[src/rtl/led_pattern_ctrl.sv]
// Registered NUM_LEDS-wide LED driver: static, blink, chase and bounce modes share one prescaler tick.
// Define LED_PWM_EN to add an 8-bit duty input that gates the pattern with a free-running PWM counter.
module led_pattern_ctrl #(
    parameter int NUM_LEDS = 8,
    parameter int TICK_DIV = 4,
    localparam int SEL_W = (NUM_LEDS > 1) ? $clog2(NUM_LEDS) : 1
) (
    input  logic                clk,
    input  logic                rst,
`ifdef LED_PWM_EN
    input  logic [7:0]          duty,
`endif
    input  logic                en,
    input  logic [1:0]          mode,
    input  logic [SEL_W-1:0]    sel,
    output logic [NUM_LEDS-1:0] leds,
    output logic                tick,
    output logic [SEL_W-1:0]    pos
);

    localparam int CNT_W = $clog2(TICK_DIV);
    localparam logic [CNT_W-1:0] CNT_LAST = CNT_W'(TICK_DIV - 1);
    localparam logic [SEL_W-1:0] POS_LAST = SEL_W'(NUM_LEDS - 1);

    typedef enum logic [1:0] {
        STATIC = 2'b00,
        BLINK  = 2'b01,
        CHASE  = 2'b10,
        BOUNCE = 2'b11
    } mode_t;

    typedef enum logic {UP = 1'b0, DOWN = 1'b1} dir_t;
    typedef enum logic {ON = 1'b0, OFF = 1'b1} phase_t;

    mode_t               mode_q;
    dir_t                dir, dir_n;
    phase_t              phase, phase_n;
    logic [CNT_W-1:0]    cnt, cnt_n;
    logic [SEL_W-1:0]    pos_n;
    logic                tick_n;
    logic                mode_chg;
    logic                wrap;
    logic [NUM_LEDS-1:0] pattern;
    logic [NUM_LEDS-1:0] leds_n;

`ifdef LED_PWM_EN
    logic [7:0] pwm_cnt;
`endif

    function automatic logic [NUM_LEDS-1:0] onehot(input logic [SEL_W-1:0] idx);
        logic [NUM_LEDS-1:0] v;
        for (int i = 0; i < NUM_LEDS; i++) begin
            v[i] = (idx == SEL_W'(i));
        end
        return v;
    endfunction

    // A mode change restarts the timing state and suppresses any step that would coincide with it.
    always_comb begin
        cnt_n    = cnt;
        pos_n    = pos;
        dir_n    = dir;
        phase_n  = phase;
        tick_n   = 1'b0;
        pattern  = '0;
        leds_n   = '0;
        mode_chg = (mode != mode_q);
        wrap     = en && !mode_chg && (cnt == CNT_LAST);

        if (mode_chg) begin
            cnt_n   = '0;
            pos_n   = '0;
            dir_n   = UP;
            phase_n = ON;
        end else if (en) begin
            cnt_n  = wrap ? '0 : cnt + 1'b1;
            tick_n = wrap;
        end

        if (wrap) begin
            case (mode_q)
                BLINK:  phase_n = (phase == ON) ? OFF : ON;
                CHASE:  pos_n = (pos == POS_LAST) ? '0 : pos + 1'b1;
                BOUNCE: begin
                    if (NUM_LEDS > 1) begin
                        if (dir == UP) begin
                            pos_n = pos + 1'b1;
                            if (pos_n == POS_LAST) dir_n = DOWN;
                        end else begin
                            pos_n = pos - 1'b1;
                            if (pos_n == '0) dir_n = UP;
                        end
                    end
                end
                default: ;
            endcase
        end

        case (mode_t'(mode))
            STATIC:  pattern = onehot(sel);
            BLINK:   pattern = (phase_n == ON) ? onehot(sel) : '0;
            default: pattern = onehot(pos_n);
        endcase

`ifdef LED_PWM_EN
        leds_n = en ? (pattern & {NUM_LEDS{pwm_cnt < duty}}) : '0;
`else
        leds_n = en ? pattern : '0;
`endif
    end

    always_ff @(posedge clk or posedge rst) begin
        if (rst) begin
            cnt    <= '0;
            tick   <= 1'b0;
            pos    <= '0;
            dir    <= UP;
            phase  <= ON;
            mode_q <= STATIC;
            leds   <= '0;
        end else begin
            cnt    <= cnt_n;
            tick   <= tick_n;
            pos    <= pos_n;
            dir    <= dir_n;
            phase  <= phase_n;
            mode_q <= mode_t'(mode);
            leds   <= leds_n;
        end
    end

`ifdef LED_PWM_EN
    // PWM counter free-runs independently of the pattern timing so duty is exact over any 256 enabled cycles.
    always_ff @(posedge clk or posedge rst) begin
        if (rst) begin
            pwm_cnt <= '0;
        end else if (en) begin
            pwm_cnt <= pwm_cnt + 8'd1;
        end
    end
`endif

endmodule

[config.mk]
export PLATFORM = sky130hd
export DESIGN_NAME = led_pattern_ctrl
export DESIGN_NICKNAME = d
export VERILOG_FILES = /design/src/rtl/led_pattern_ctrl.sv
export SDC_FILE = /design/constraint.sdc
export NUM_CORES = 1
export LEC_CHECK = 0
export CORE_ASPECT_RATIO = 0.6
export CORE_MARGIN = 2
export CORE_UTILIZATION = 40
export DETAILED_ROUTE_END_ITERATION = 6
export PLACE_DENSITY = 0.69
export SLEW_MARGIN = 20
export SYNTH_ARGS = -nofsm -noshare
export SYNTH_HDL_FRONTEND = slang
export SYNTH_SLANG_ARGS = --single-unit
[constraint.sdc]
create_clock -name clk -period 3 [get_ports clk]
set_clock_uncertainty 0.2 [all_clocks]
set_input_delay 0.9 -clock clk [delete_from_list [all_inputs] [get_ports clk]]
set_output_delay 0.9 -clock clk [all_outputs]
set_load 0.1 [all_outputs]
==> impl_metrics.ini, run 1 <==
[synth]
synth_nets = 106
synth_top_area_share_pct = 46.45
ys_ff_latch = 18
synth_edf_count = 0
yosys_warnings = 0
ys.flop_type = dfrtp_1
synth_cell_type_count = 31
postSynthAreaPerCell_um2 = 10.54
synth_async_sr_flop_share_pct = 100.0
ys_seq_area_share_pct = 46.45
synth_top_area_cell = dfrtp_1
synth_cells = 92
synth_area_leaders = dfrtp_1, ha_1, a32o_1
netlist_area_um2 = 969.7

[clocking]
clockBufferDepth = 2
clock-sinks = 18
clkLatencyLatePin_ns = 0.25
cts_tree = yes
clk_pin_slew_ns = 0.06
cts_root_buf = clkbuf_8
cts_max_level = 1
postCtsResizedCells = 0
cts_inserted_buffers = 3
cts_hold_buf = 0
cts_setup_buffers = 0

[global_route]
grt.busiest_layer = met1
use_met1_pct = 28.89
grt.met3_usage_pct = 5.645
grt_remaining_overflow = 0
grt_max_degree = 19
grt_util_all_layers_pct = 17.66
grt_pass1_vias = 794
gr-usage-met2_pct = 22.16
antenna_found_initial = 0
grt_pass1_wl_um = 3726

[setup_path]
slowest_stage = clkdlybuf4s50_1
critPathMaxStageDelay_ns = 0.55
start_kind = input port
endpoint_kind = register
path_cells = clkdlybuf4s50_1 -> and2_1 -> o21a_1 -> and4_4 -> or3b_4 -> o32ai_1
crit_buf_inv = 1
critPathTopFamily = simple AND/OR/NAND/NOR gates
worstSetupPathType = input port to register
worstSetupPathDepth = 6
reg2reg_depth = 7
cp_max_fo = 7
critPathArrivalTime_ns = 2.78
crit_required_ns = 2.94

[floorplanning]
die_x_um = 67.57
start_util_pct = 43.51
die_h_um = 42.14
num_io_pins = 20
core_um2 = 2228
fp.dieArea_um2 = 2847
rows = 13

[timing]
finalSetupViolCount = 0
finalMaxSlewViolations = 0
fin_ws_ns = 0.1598
rsz0062_at_grt = no
period_share_pct = 94.67
holdWs_ns = 0.3243
hold_violations = 0
max_slew_margin_pct = 54.70
max_freq_mhz = 352.1
worstMarginPinSlew_ns = 0.6787
finalSetupTns_ns = 0
final.min_clock_period_ns = 2.840

[place]
place_inst = 146
place_hpwl_um = 1701
dp_slack_ns = -0.08277
gp_congestion = 0.8540
io_buffers = 19

[cells_and_area]
num_antenna_cells = 0
layout.cells.non_filler = 150
area_growth_pct = 29.94
nets = 135
drive_above_1_share_pct = 23.33

[power_and_ir_drop]
seqPwrFrac_pct = 48.6
p_int_w = 0.0003896
p_switching_w = 0.0001282
cellPowerDensity_nw_per_um2 = 410.9
netSwitchingFraction_pct = 24.75
irDropWorstVdd_mv = 0.2994
power.share.clock_pct = 37.5
fin_total_pwr_w = 0.0005177
combPwrFrac_pct = 13.9
power_leakage_nw = 0.6047

[detailed_routing]
drtIter0Drc = 74
first_pass_iters = 4
vias_per_cell = 5.553
drt_wl_total_um = 2145
num_vias = 833
drc_errors = 0
antenna_left = 0
wl_per_cell_um = 14.30

[status]
outcome = finished, final reports clean

[worst_hold_path]
hold_class = register to register
hold_path_depth = 1

[flow_run]
drv_cap = 0
[layer usage]
layer  up-vias  part of all wire [%]
li1        393                     -
met2        34                    40
met1       404                    51
met5         -                     0
met3         2                   8.0
met4         0                  0.84
[cell type report]
| class | count | area (um^2) |
|---|---|---|
| well taps | 30 | 37.54 |
| multi-input cells | 65 | 478.0 |
| inverters | 7 | 26.28 |
| repair buffers | 26 | 212.7 |
| flip-flops and latches | 18 | 450.4 |
| fillers | 189 | 968.4 |
| clock buffers | 4 | 55.05 |
[kinds of logic after synthesis]
family,synth area share (%)
xor gates and xnor gates,3.614
buffers and inverters,4.258
adders and majority gates,7.742
DFF,46.45
muxes,2.065
AOI/OAI and AO/OA,16.78
and+or+nand+nor,19.10
[layout by cell type (no fill, tap or decap), types with 2 or more instances in the layout]
| cell type | count |
|---|---|
| mux2i_1 | 2 |
| a32o_1 | 5 |
| clkbuf_8 | 4 |
| nor2_1 | 11 |
| nand2_1 | 4 |
| ha_1 | 6 |
| inv_1 | 7 |
| buf_4 | 19 |
| dfrtp_1 | 18 |
| nor2b_1 | 2 |
| a2111oi_0 | 2 |
| xor2_1 | 2 |
| clkdlybuf4s50_1 | 7 |
| o32ai_1 | 4 |
| nand3_1 | 5 |
| xnor2_1 | 2 |
| o21ai_0 | 4 |
[metrics by stage]
| step | instance area, um^2 | util (%) |
|---|---|---|
| 2_1_floorplan | 969.7 | - |
| 3_3_place_gp | 1205 | 54.07 |
| 3_5_place_dp | 1205 | 54.07 |
| 4_1_cts | 1260 | 56.54 |
| 5_1_grt | 1260 | 56.54 |
| 6_report | 1260 | 56.54 |
[state kept, by name, summed over array words and instances, names as in the netlist]
register and flops:
mode_q 2, leds 8, cnt 2, pos 3, phase 1, dir 1, tick 1
[cells in the mapped netlist (2+ instances only)]
| cell | instances |
|---|---|
| dfrtp_1 | 18 |
| nor2_1 | 11 |
| inv_1 | 7 |
| ha_1 | 6 |
| a32o_1 | 5 |
| nand3_1 | 5 |
| nand2_1 | 4 |
| o21ai_0 | 4 |
| o32ai_1 | 4 |
| a2111oi_0 | 2 |
| buf_4 | 2 |
| mux2i_1 | 2 |
| nor2b_1 | 2 |
| xnor2_1 | 2 |
| xor2_1 | 2 |
[power by group through the flow]
stage	clock (W)	combinational, W	sequential (W)
floorplan	0	0.0000277	0.000272
global placement	0	0.0000701	0.000256
detailed placement	0	0.0000714	0.000256
CTS	0.000197	0.0000717	0.000252
global route	0.000210	0.0000776	0.000252
finish	0.000194	0.0000718	0.000252
[worst paths after layout]
path / start / end / slack [ns]
min reg2reg: phase$_DFF_PP0_ / phase$_DFF_PP0_ / 0.32
min in group asynchronous: rst / cnt[1]$_DFFE_PP0P_ / 0.85
max reg2reg: pos[0]$_DFF_PP0_ / leds[2]$_DFF_PP0_ / 0.57
max in group asynchronous: rst / leds[6]$_DFF_PP0_ / 1.31
min: phase$_DFF_PP0_ / phase$_DFF_PP0_ / 0.32
max: mode[1] / leds[4]$_DFF_PP0_ / 0.16
No activity file was read; power rests on OpenSTA's default activity.
==> run 2: changes to the inputs <==
CAP_MARGIN = 10   (was unset)
==> results of run 2 <==
Same layout as run 1: the final DEF is identical, and so are final timing and power.
==> run 3: changes to the inputs <==
clock period = 3.24 ns   (was 3 ns; I/O delays follow)
==> impl_metrics.ini, run 3 (synthesis gave the netlist of run 1 again) <==
[status]
outcome = finished, final reports clean

[clocking]
clk_pin_slew_ns = 0.07
cts_hold_buf = 0
cts_root_buf = clkbuf_8
cts_tree = yes
clock-sinks = 18
clockBufferDepth = 2
postCtsResizedCells = 0
cts_inserted_buffers = 3
cts_setup_buffers = 0
clkLatencyLatePin_ns = 0.26
cts_max_level = 1

[global_route]
grt_util_all_layers_pct = 17.71
grt_pass1_wl_um = 3622
grt_max_degree = 19
grt_remaining_overflow = 0
grt_pass1_vias = 732
antenna_found_initial = 0

[power_and_ir_drop]
combPwrFrac_pct = 13.3
power_leakage_nw = 0.5868
cellPowerDensity_nw_per_um2 = 391.7
power.share.clock_pct = 38.4
netSwitchingFraction_pct = 25.57
seqPwrFrac_pct = 48.3
p_int_w = 0.0003586
irDropWorstVdd_mv = 0.2221
p_switching_w = 0.0001232

[floorplanning]
start_util_pct = 43.51
die_h_um = 42.14
core_um2 = 2228
die_x_um = 67.57
fp.dieArea_um2 = 2847
rows = 13
num_io_pins = 20

[timing]
hold_violations = 0
period_share_pct = 92.65
fin_ws_ns = 0.2382
rsz0062_at_grt = no
finalMaxSlewViolations = 0
max_slew_margin_pct = 55.64
finalSetupViolCount = 0
final.min_clock_period_ns = 3.002
worstMarginPinSlew_ns = 0.6646
max_freq_mhz = 333.1

[cells_and_area]
mostFrequentLayoutCell = dfrtp_1
nFillCells = 193
regMostFlops = leds
num_antenna_cells = 0
final_cell_area_um2 = 1230
drive_above_1_share_pct = 20.69
area_growth_pct = 26.84
seq_area_um2 = 450.4
top_regs = leds (8), pos (3)
multiInputGateArea_um2 = 478.0
final_cell_mix = dfrtp_1, buf_4, nor2_1, inv_1, clkdlybuf4s50_1
largest_reg_flops = 8
nets = 131

[setup_path]
critPathMaxStageDelay_ns = 0.58
critPathArrivalTime_ns = 2.99
crit_required_ns = 3.23
path_cells = clkdlybuf4s50_1 -> nand4_2 -> or3_4 -> and4_4 -> nor3_1 -> a32o_1
critPathTopFamily = simple AND/OR/NAND/NOR gates
start_kind = input port
endpoint_kind = register
crit_buf_inv = 1
worstSetupPathType = input port to register
slowest_stage = clkdlybuf4s50_1
reg2reg_slack_ns = 0.91
cp_max_fo = 5

[detailed_routing]
num_vias = 792
antenna_left = 0
wl_per_cell_um = 15.13
drtIter0Drc = 69
drc_errors = 0
vias_per_cell = 5.425
first_pass_iters = 4
drt_wl_total_um = 2209

[place]
dp_slack_ns = -0.02199
place_hpwl_um = 1739
placed_area_um2 = 1175
io_buffers = 19
gp_congestion = 0.8376

[flow_run]
drv_cap = 0

[worst_hold_path]
hold_class = register to register
[run 3: worst paths after layout]
path / startpoint / endpoint / depth (start not counted)
min in group asynchronous: rst / leds[3]$_DFF_PP0_ / 2
min: phase$_DFF_PP0_ / phase$_DFF_PP0_ / 1
max: en / leds[0]$_DFF_PP0_ / 6
max in group asynchronous: rst / leds[1]$_DFF_PP0_ / 2
min reg2reg: phase$_DFF_PP0_ / phase$_DFF_PP0_ / 1
max reg2reg: cnt[0]$_DFFE_PP0P_ / leds[0]$_DFF_PP0_ / 6
[run 3: cell type report]
type,instances,area share [%]
clock buffer,4,4.476
tap,30,3.052
timing repair buffer,22,14.85
inverter,7,2.136
multi-input combinational,65,38.86
sequential,18,36.62
[run 3: metal layers]
| layer | part of all wire, % | global-route usage [%] | vias to the layer above |
|---|---|---|---|
| met1 | 49 | 27.60 | 377 |
| met4 | 0.59 | 3.265 | 0 |
| met5 | 0 | 0 | - |
| met3 | 8.6 | 6.452 | 2 |
| met2 | 42 | 23.14 | 29 |
| li1 | - | - | 384 |
[run 3: stage by stage]
stage / power (W) / hold WS (ns) / std cells / setup TNS, ns / util (%)
floorplan: 0.0002770 / 0.2738 / 92 / 0 / -
global placement: 0.0002993 / 0.2911 / 142 / -0.001005 / 52.72
detailed placement: 0.0003009 / 0.3058 / 142 / -0.03347 / 52.72
CTS: 0.0004857 / 0.3133 / 146 / 0 / 55.19
global route: 0.0005037 / 0.3586 / 146 / 0 / 55.19
finish: 0.0004817 / 0.3190 / 146 / 0 / 55.19
[run 3: power groups by stage]
stage / logic (W) / clock network (W) / registers, W
2_1_floorplan: 0.0000256 / 0 / 0.000251
5_1_grt: 0.0000687 / 0.000202 / 0.000233
3_5_place_dp: 0.0000637 / 0 / 0.000237
4_1_cts: 0.0000639 / 0.000189 / 0.000233
6_report: 0.0000639 / 0.000185 / 0.000233
3_3_place_gp: 0.0000626 / 0 / 0.000237
